## src/rtl/sym_fetch_scheduler.sv

```systemverilog
// ---------------------------------------------------------------------------
// sym_fetch_scheduler
//
// Per-frame read sequencer for the program/symbol CommandBuffer. When vsync
// falls while symbol mode is on, it walks every symbol ID in order. Each
// valid entry is read over the buffer read port, and the returned attribute
// word is captured into a staging bank. After the last ID the whole bank is
// committed in one cycle. Render therefore always sees a frame-stable
// snapshot and never a half-updated one.
//
// Ports
//   i_clk        pixel clock
//   n_btn_rst    asynchronous active-low reset
//   n_vsync      active-low vsync from display_signal
//   is_sym_mode  symbol mode enable from DataAggregator
//   valid_idx    per-ID valid flags from the CommandBuffer
//   prog_rdata   CommandBuffer read data (RD_LAT cycles after the read edge)
//   prog_re      CommandBuffer read enable (one cycle per valid ID)
//   prog_raddr   CommandBuffer read address; holds its value while prog_re=0
//   sym_attr     committed attributes; ID k at [k*PROG_BITS +: PROG_BITS]
//   sym_valid    committed per-ID valid flags
//   frame_ready  one-cycle pulse when a new snapshot is committed
//   fetch_busy   high while the sequencer is not idle
//   overrun      one-cycle pulse when a vsync trigger arrives while busy
// ---------------------------------------------------------------------------
module sym_fetch_scheduler #(
    parameter int PROG_BITS = 48,
    parameter int NUM_SYM   = 2,
    parameter int ADDR_W    = 2,
    parameter int RD_LAT    = 1
) (
    input  logic                         i_clk,
    input  logic                         n_btn_rst,
    input  logic                         n_vsync,
    input  logic                         is_sym_mode,
    input  logic [NUM_SYM-1:0]           valid_idx,
    input  logic [PROG_BITS-1:0]         prog_rdata,
    output logic                         prog_re,
    output logic [ADDR_W-1:0]            prog_raddr,
    output logic [NUM_SYM*PROG_BITS-1:0] sym_attr,
    output logic [NUM_SYM-1:0]           sym_valid,
    output logic                         frame_ready,
    output logic                         fetch_busy,
    output logic                         overrun
);

    localparam int IDX_W = (NUM_SYM > 1) ? $clog2(NUM_SYM) : 1;
    localparam int CNT_W = $clog2(RD_LAT + 1);
    localparam logic [IDX_W-1:0] LAST_IDX = IDX_W'(NUM_SYM - 1);

    typedef enum logic [1:0] {
        S_IDLE   = 2'd0,
        S_ISSUE  = 2'd1,
        S_WAIT   = 2'd2,
        S_COMMIT = 2'd3
    } state_t;

    state_t                         state_q, state_d;
    logic [IDX_W-1:0]               idx_q, idx_d;
    logic [CNT_W-1:0]               cnt_q, cnt_d;
    logic [PROG_BITS-1:0]           stage_q [NUM_SYM];
    logic [PROG_BITS-1:0]           stage_d [NUM_SYM];
    logic [NUM_SYM-1:0]             stage_v_q, stage_v_d;
    logic [NUM_SYM*PROG_BITS-1:0]   sym_attr_q, sym_attr_d;
    logic [NUM_SYM-1:0]             sym_valid_q, sym_valid_d;
    logic                           frame_ready_q, frame_ready_d;
    logic                           overrun_q, overrun_d;
    logic [ADDR_W-1:0]              raddr_q, raddr_d;

    // vsync is sampled once and then compared with the previous sample. The
    // trigger is therefore seen one edge after n_vsync is first sampled low.
    // This is the leading "+1" in the fetch latency.
    logic vsync_s_q, vsync_prev_q;
    logic trigger;
    logic advance;

    assign trigger = is_sym_mode & ~vsync_s_q & vsync_prev_q;

    // NOTE: every signal written here gets a default first, so no path leaves
    // it unassigned and no latch is inferred. Combinational logic uses
    // blocking '=', and the state registers below use non-blocking '<='.
    always_comb begin
        state_d       = state_q;
        idx_d         = idx_q;
        cnt_d         = cnt_q;
        stage_d       = stage_q;
        stage_v_d     = stage_v_q;
        sym_attr_d    = sym_attr_q;
        sym_valid_d   = sym_valid_q;
        frame_ready_d = 1'b0;
        overrun_d     = 1'b0;
        raddr_d       = raddr_q;
        prog_re       = 1'b0;
        prog_raddr    = raddr_q;
        advance       = 1'b0;

        if (!is_sym_mode) begin
            // Mode drop aborts any fetch. The old attributes stay in place,
            // but none of them are marked valid.
            state_d     = S_IDLE;
            sym_valid_d = '0;
        end else begin
            if (trigger && state_q != S_IDLE) begin
                overrun_d = 1'b1;
            end

            unique case (state_q)
                S_IDLE: begin
                    if (trigger) begin
                        state_d   = S_ISSUE;
                        idx_d     = '0;
                        stage_v_d = '0;
                    end
                end
                S_ISSUE: begin
                    if (valid_idx[idx_q]) begin
                        prog_re    = 1'b1;
                        prog_raddr = ADDR_W'(idx_q);
                        raddr_d    = ADDR_W'(idx_q);
                        cnt_d      = CNT_W'(RD_LAT);
                        state_d    = S_WAIT;
                    end else begin
                        stage_v_d[idx_q] = 1'b0;
                        advance          = 1'b1;
                    end
                end
                S_WAIT: begin
                    if (cnt_q == CNT_W'(1)) begin
                        stage_d[idx_q]   = prog_rdata;
                        stage_v_d[idx_q] = 1'b1;
                        advance          = 1'b1;
                    end else begin
                        cnt_d = cnt_q - CNT_W'(1);
                    end
                end
                S_COMMIT: begin
                    for (int k = 0; k < NUM_SYM; k++) begin
                        sym_attr_d[k*PROG_BITS +: PROG_BITS] = stage_q[k];
                    end
                    sym_valid_d   = stage_v_q;
                    frame_ready_d = 1'b1;
                    state_d       = S_IDLE;
                end
                default: state_d = S_IDLE;
            endcase

            // The walk stops at the last ID and never wraps back to 0.
            if (advance) begin
                if (idx_q == LAST_IDX) begin
                    state_d = S_COMMIT;
                end else begin
                    idx_d   = idx_q + IDX_W'(1);
                    state_d = S_ISSUE;
                end
            end
        end
    end

    // NOTE: the staging bank is reset along with the control state. It is
    // only NUM_SYM words, and a reset must leave it holding a defined zero
    // snapshot.
    always_ff @(posedge i_clk or negedge n_btn_rst) begin
        if (!n_btn_rst) begin
            state_q       <= S_IDLE;
            idx_q         <= '0;
            cnt_q         <= '0;
            for (int k = 0; k < NUM_SYM; k++) begin
                stage_q[k] <= '0;
            end
            stage_v_q     <= '0;
            sym_attr_q    <= '0;
            sym_valid_q   <= '0;
            frame_ready_q <= 1'b0;
            overrun_q     <= 1'b0;
            raddr_q       <= '0;
            vsync_s_q     <= 1'b1;
            vsync_prev_q  <= 1'b1;
        end else begin
            state_q       <= state_d;
            idx_q         <= idx_d;
            cnt_q         <= cnt_d;
            stage_q       <= stage_d;
            stage_v_q     <= stage_v_d;
            sym_attr_q    <= sym_attr_d;
            sym_valid_q   <= sym_valid_d;
            frame_ready_q <= frame_ready_d;
            overrun_q     <= overrun_d;
            raddr_q       <= raddr_d;
            vsync_s_q     <= n_vsync;
            vsync_prev_q  <= vsync_s_q;
        end
    end

    assign sym_attr    = sym_attr_q;
    assign sym_valid   = sym_valid_q;
    assign frame_ready = frame_ready_q;
    assign overrun     = overrun_q;
    assign fetch_busy  = (state_q != S_IDLE);

endmodule
```

## config.mk

```make
export PLATFORM = sky130hd
export DESIGN_NAME = sym_fetch_scheduler
export DESIGN_NICKNAME = d
export VERILOG_FILES = /design/src/rtl/sym_fetch_scheduler.sv
export SDC_FILE = /design/constraint.sdc
export NUM_CORES = 1
export LEC_CHECK = 0
export CORE_AREA = 2 2 121 123
export DETAILED_ROUTE_END_ITERATION = 8
export DIE_AREA = 0 0 123 125
export DONT_BUFFER_PORTS = 1
export PLACE_DENSITY = 0.75
export SLEW_MARGIN = 25
export SYNTH_ARGS = -nofsm -noshare
export SYNTH_HDL_FRONTEND = slang
export SYNTH_SLANG_ARGS = --single-unit
```

## constraint.sdc

```tcl
create_clock -name i_clk -period 1.5 [get_ports i_clk]
set_input_delay 0.3 -clock i_clk [delete_from_list [all_inputs] [get_ports i_clk]]
set_output_delay 0.3 -clock i_clk [all_outputs]
set_load 0.005 [all_outputs]
```

# Yosys cells after proc, flatten, opt, wreduce, memory -nomap -nowiden
# Cells that the tools add are included.
# word_totals
inputBits	54
register_bits	206
memories	0
latch_bits	0
mem_bits_rw	0
out_inout_bits	104
wordCells	89
mem_bits_ro	0
# op_classes
muxes	40
shift	0
n_addsub	2
bitwise_logic	7
n_eq_ne	11
n_reduce_logical	12
magnitude_cmp	4
div	0
mul	0
# ops
op	n
bitwise mux 96 bit	1
demux 48 bit (select 1 bit)	1
two-way mux 48 bit	1
two-way mux 2 bit	13
two-way mux 1 bit	19
one-hot mux 2 bit (3 select lines)	2
AND reduction 3 bit	3
!= test 2 bit (second input constant)	4
!= test 4 bit (second input constant)	2
!= test 5 x 1 -> 1 bit (second input constant)	1
AND reduction 5 bit	1
equality test 2 bit (second input constant)	2
one-hot mux 1 bit (2 select lines)	2
nonzero test 2 bit	2
logical AND 1 bit	3
nonzero test 3 bit	1
AND 1 bit	2
AND 2 bit	1
equality test 2 x 1 -> 1 bit (second input constant)	1
greater-or-equal comparator 2 bit (second input constant)	1
logical NOT 2 bit	1
< comparator 1 x 2 -> 1 bit (second input constant)	1
< comparator 2 x 1 -> 1 bit (second input constant)	1
!= test 2 x 1 -> 1 bit (second input constant)	1
9 further kinds	9

# Depth between registers and ports, before layout
# depth
word_depth	8
ltp_mapped	6
depth_no_buf	6

# Worst setup path before layout
# Ideal clock, no wire load.
# synth_path
path_type	register to register
from	reg state_q[0]
to	reg state_q[1]
period_less_slack_ns	1.702
t_arrival_ns	1.577
setup_slack_ns	-0.202
t_required_ns	1.375
stages_incl_launch_ff	7
cell_sequence	dfrtp_1 inv_1 ha_1 nand3_1 o21ai_2 o21a_2 mux2_4
# synth_between
elab_chain_len	5
elab_cells_between_ends	13
cone_classes	eq/ne: 6; mux: 5; reduce/logical: 2
# synth_lines
item	line_no	text
from (decl)	58	state_t state_q, state_d;
from (signal assigned)	179	state_q <= state_d;
equality test 2 bit / equality test 2 x 1 -> 1 bit (equally long branches)	107	unique case (state_q)
one-hot mux 1 bit (2 select lines)	107	
two-way mux 1 bit	97	if (!is_sym_mode) begin
!= test 5 x 1 -> 1 bit (no line) (tied with other cells)	n/a	
AND reduction 3 bit (no line) / two-way mux 2 bit (equally long branches)	n/a	
# Parallel ways exist; a longest one is shown, timed or not. The select of a mux whose other input is x is not followed.
# A chain may end at the register's enable or synchronous reset.

# Worst setup path in the final report
# Ends and elaborated chain as after synthesis.

==> run metrics <==
status complete, but fails checks; failing checks negative hold slack, negative setup slack; grt total ovfl 0; CTS root buffer clkbuf_16; number of hold buffers added after cts 51; fmax 0.5387 GHz; Initial Util 55.88%; Layout Cells excl Fill 818; Inserted Clock Buffers 21; DRC viols 0; CTS tree yes; worst min-delay path class in2async; Placeable Area 14200 µm²; R2R Path Start state_q[0]$_DFFE_PN0P_; Seq/Total Area, Yosys 64.99%; Worst setup EP type flop; pre-CTS setup slack -0.1942 ns; Core Rows 44; CP Depth 6; WS Path Type reg2reg; DP HPWL 9714 µm; final worst setup slack -0.3564 ns; Worst EP required 1.86 ns; Final ANT Viol Nets 0; number of H-tree levels 1; drt total wl 20360 µm; R2R cell count 6; Tmin final 1.856 ns; CP Cell Sequence buf_4 -> ha_4 -> nor4b_2 -> a31oi_2 -> o21a_2 -> mux2_4; worst vdd ir 1.136 mV; crit path buf inv count 1; initial antenna violation count 0; setup violators final 201; DR vias 4639; CP delay by family, top flip-flops; largest net degree at the start of global routing 207; die width 123 µm; Inserted Diodes 0; synthesized area 7936 µm²; Die Y 125 µm; Initial DRC Count 201; Final Max Tran Viols 0; r2r setup slk -0.36 ns; Hold Violations, Final 206; DP Cell Count 672; Worst setup SP type flop; worst skew pair latency 0.47 ns; Synth Net Count 547; total track usage 25.99%; DR pass1 iterations 4; GPL Wtd Cong 0.8390; Clock Sinks 206; hold slack -0.4781 ns; drt wl/cell 24.88 µm; area delta synth->final 39.70%; R2R Path End state_q[1]$_DFFE_PN0P_; cell count after synthesis 486; pwr/cell area 1968 nW/µm²; syn avg cell area 16.33 µm²; MaxCap Viol Count 0; Setup crit end state_q[1]$_DFFE_PN0P_; via/cell ratio 5.671; I/O pin total 158; #FFs+latches synth 206; first-pass GRT wire length 30590 µm; Clock Tree Buf Depth 3; most frequent cells in the layout dfrtp_1 (201), mux2_2 (130), mux2_4 (64); most common flop cell mapped by yosys dfrtp_1; RSZ-0062 raised after global routing true; relative slew slack 76.18%; worst endpoint data arrival time 2.22 ns; IO Port Bufs 0; Slew @ Worst Pin 0.3573 ns; commonest non-fill, non-tap cell in the layout dfrtp_1; CP Max Fanout 4; CP max stage delay 0.47 ns; fin crit share 123.8%; nets 686; die area 15380 µm²; share of layout cells above drive strength 1 55.21%; EDFF count, synth 0; slowest stage cell, crit path dfrtp_2; Synthesis Warnings 0; vias in the first global route 5292; Clock transition at path regs 0.06 ns; Worst Skew 0.007378 ns; Critical path origin state_q[0]$_DFFE_PN0P_; Yosys cell types 37; Total Power 21810 µW; Lkg Pwr 0.005335 µW; Synth async-reset ratio 100.0%
synth_stat cells, types with 2 or more instances:
cell / instances / area share, %
nand2_1: 6 / 0.28
nor2b_1: 3 / 0.24
buf_6: 5 / 0.71
inv_1: 6 / 0.28
mux2i_1: 4 / 0.50
nor2_1: 4 / 0.19
mux2_2: 153 / 22
buf_2: 13 / 0.82
nand3_1: 3 / 0.19
dfstp_2: 2 / 0.66
and3_1: 2 / 0.16
mux2_1: 40 / 5.7
ha_1: 7 / 1.1
buf_4: 4 / 0.38
a31oi_1: 4 / 0.32
dfrtp_1: 204 / 64
nand3b_1: 2 / 0.19
a21oi_1: 5 / 0.32
kinds of logic (layout without fill, tap and decap cells):
group,after synthesis,after routing,synth area share [%]
flops,206,206,64.99
mux,198,198,28.08
buf+inv,30,178,2.286
simple gates,27,27,1.986
compound gates,18,18,1.561
fa+ha+maj,7,7,1.104
layer usage:
metal	wire [µm]	up-vias	GRT usage, %
met5	0	-	0
met1	7992	2466	33.09
met4	304	0	5.481
li1	-	2013	-
met3	1029	25	4.973
met2	11030	135	46.15
state kept, by name, indices dropped and copies added (netlist names), 2 cells and up:
signal,count
raddr_q,2
sym_valid,2
stage_v_q,2
state_q,2
stage_q,96
sym_attr,96
power by group:
part	total [µW]	internal (µW)	switching, µW
logic	6920	4540	2380
clock network	4840	2820	2020
registers	10100	8110	1940
per-stage QoR:
stage / TNS (ns) / utilization (%) / area (µm²)
finish: -44.36 / 78.06 / 11090
global route: -53.34 / 78.06 / 11090
CTS: -41.26 / 76.63 / 10880
detailed placement: -26.57 / 60.27 / 8561
global placement: -20.34 / 60.27 / 8561
floorplan: -2.877 / - / 8214
cell type report:
class | count | area, µm²
tap | 184 | 230.2
sequential | 206 | 5161
inverter | 7 | 48.80
clock buffer | 27 | 568.0
fill | 773 | 3117
timing repair inverter | 1 | 20.02
multi-input combinational | 250 | 3050
clock inverter | 5 | 55.05
timing repair buffer | 138 | 1953
how the worst min path moves through the flow:
stage | startpoint | end | slack (ns) | cells past startpoint
final | n_btn_rst | sym_attr[53]$_DFFE_PN0P_ | -0.48 | 0
after detailed placement | n_btn_rst | stage_q[39]$_DFFE_PN0P_ | 0.009 | 0
after global placement | n_btn_rst | stage_q[1]$_DFFE_PN0P_ | 0.01 | 0
after floorplan | n_btn_rst | cnt_q$_DFFE_PN0P_ | 0.004 | 0
after global routing | n_btn_rst | sym_attr[6]$_DFFE_PN0P_ | -0.50 | 0
after CTS | n_btn_rst | sym_attr[53]$_DFFE_PN0P_ | -0.50 | 0
timing repair:
item | in CTS | in global routing
gates resized for setup | 86 | 20
gates cloned | 21 | 2
setup endpoints to repair | 199 | 202
hold endpoints to repair | 308 | 206
setup buffers | 32 | 12
pin swaps | 16 | 12
worst register-to-register path, delay by kind of cell, from the launching register on:
kind	cells	cell delay, ns
flip-flops	1	0.47
adder cells (fa/ha/maj)	1	0.19
buffers and inverters	1	0.17
multiplexers	1	0.29
AO/OA/AOI/OAI	2	0.30
AND/OR/NAND/NOR	1	0.33
Power figures use the tool's default switching activity.
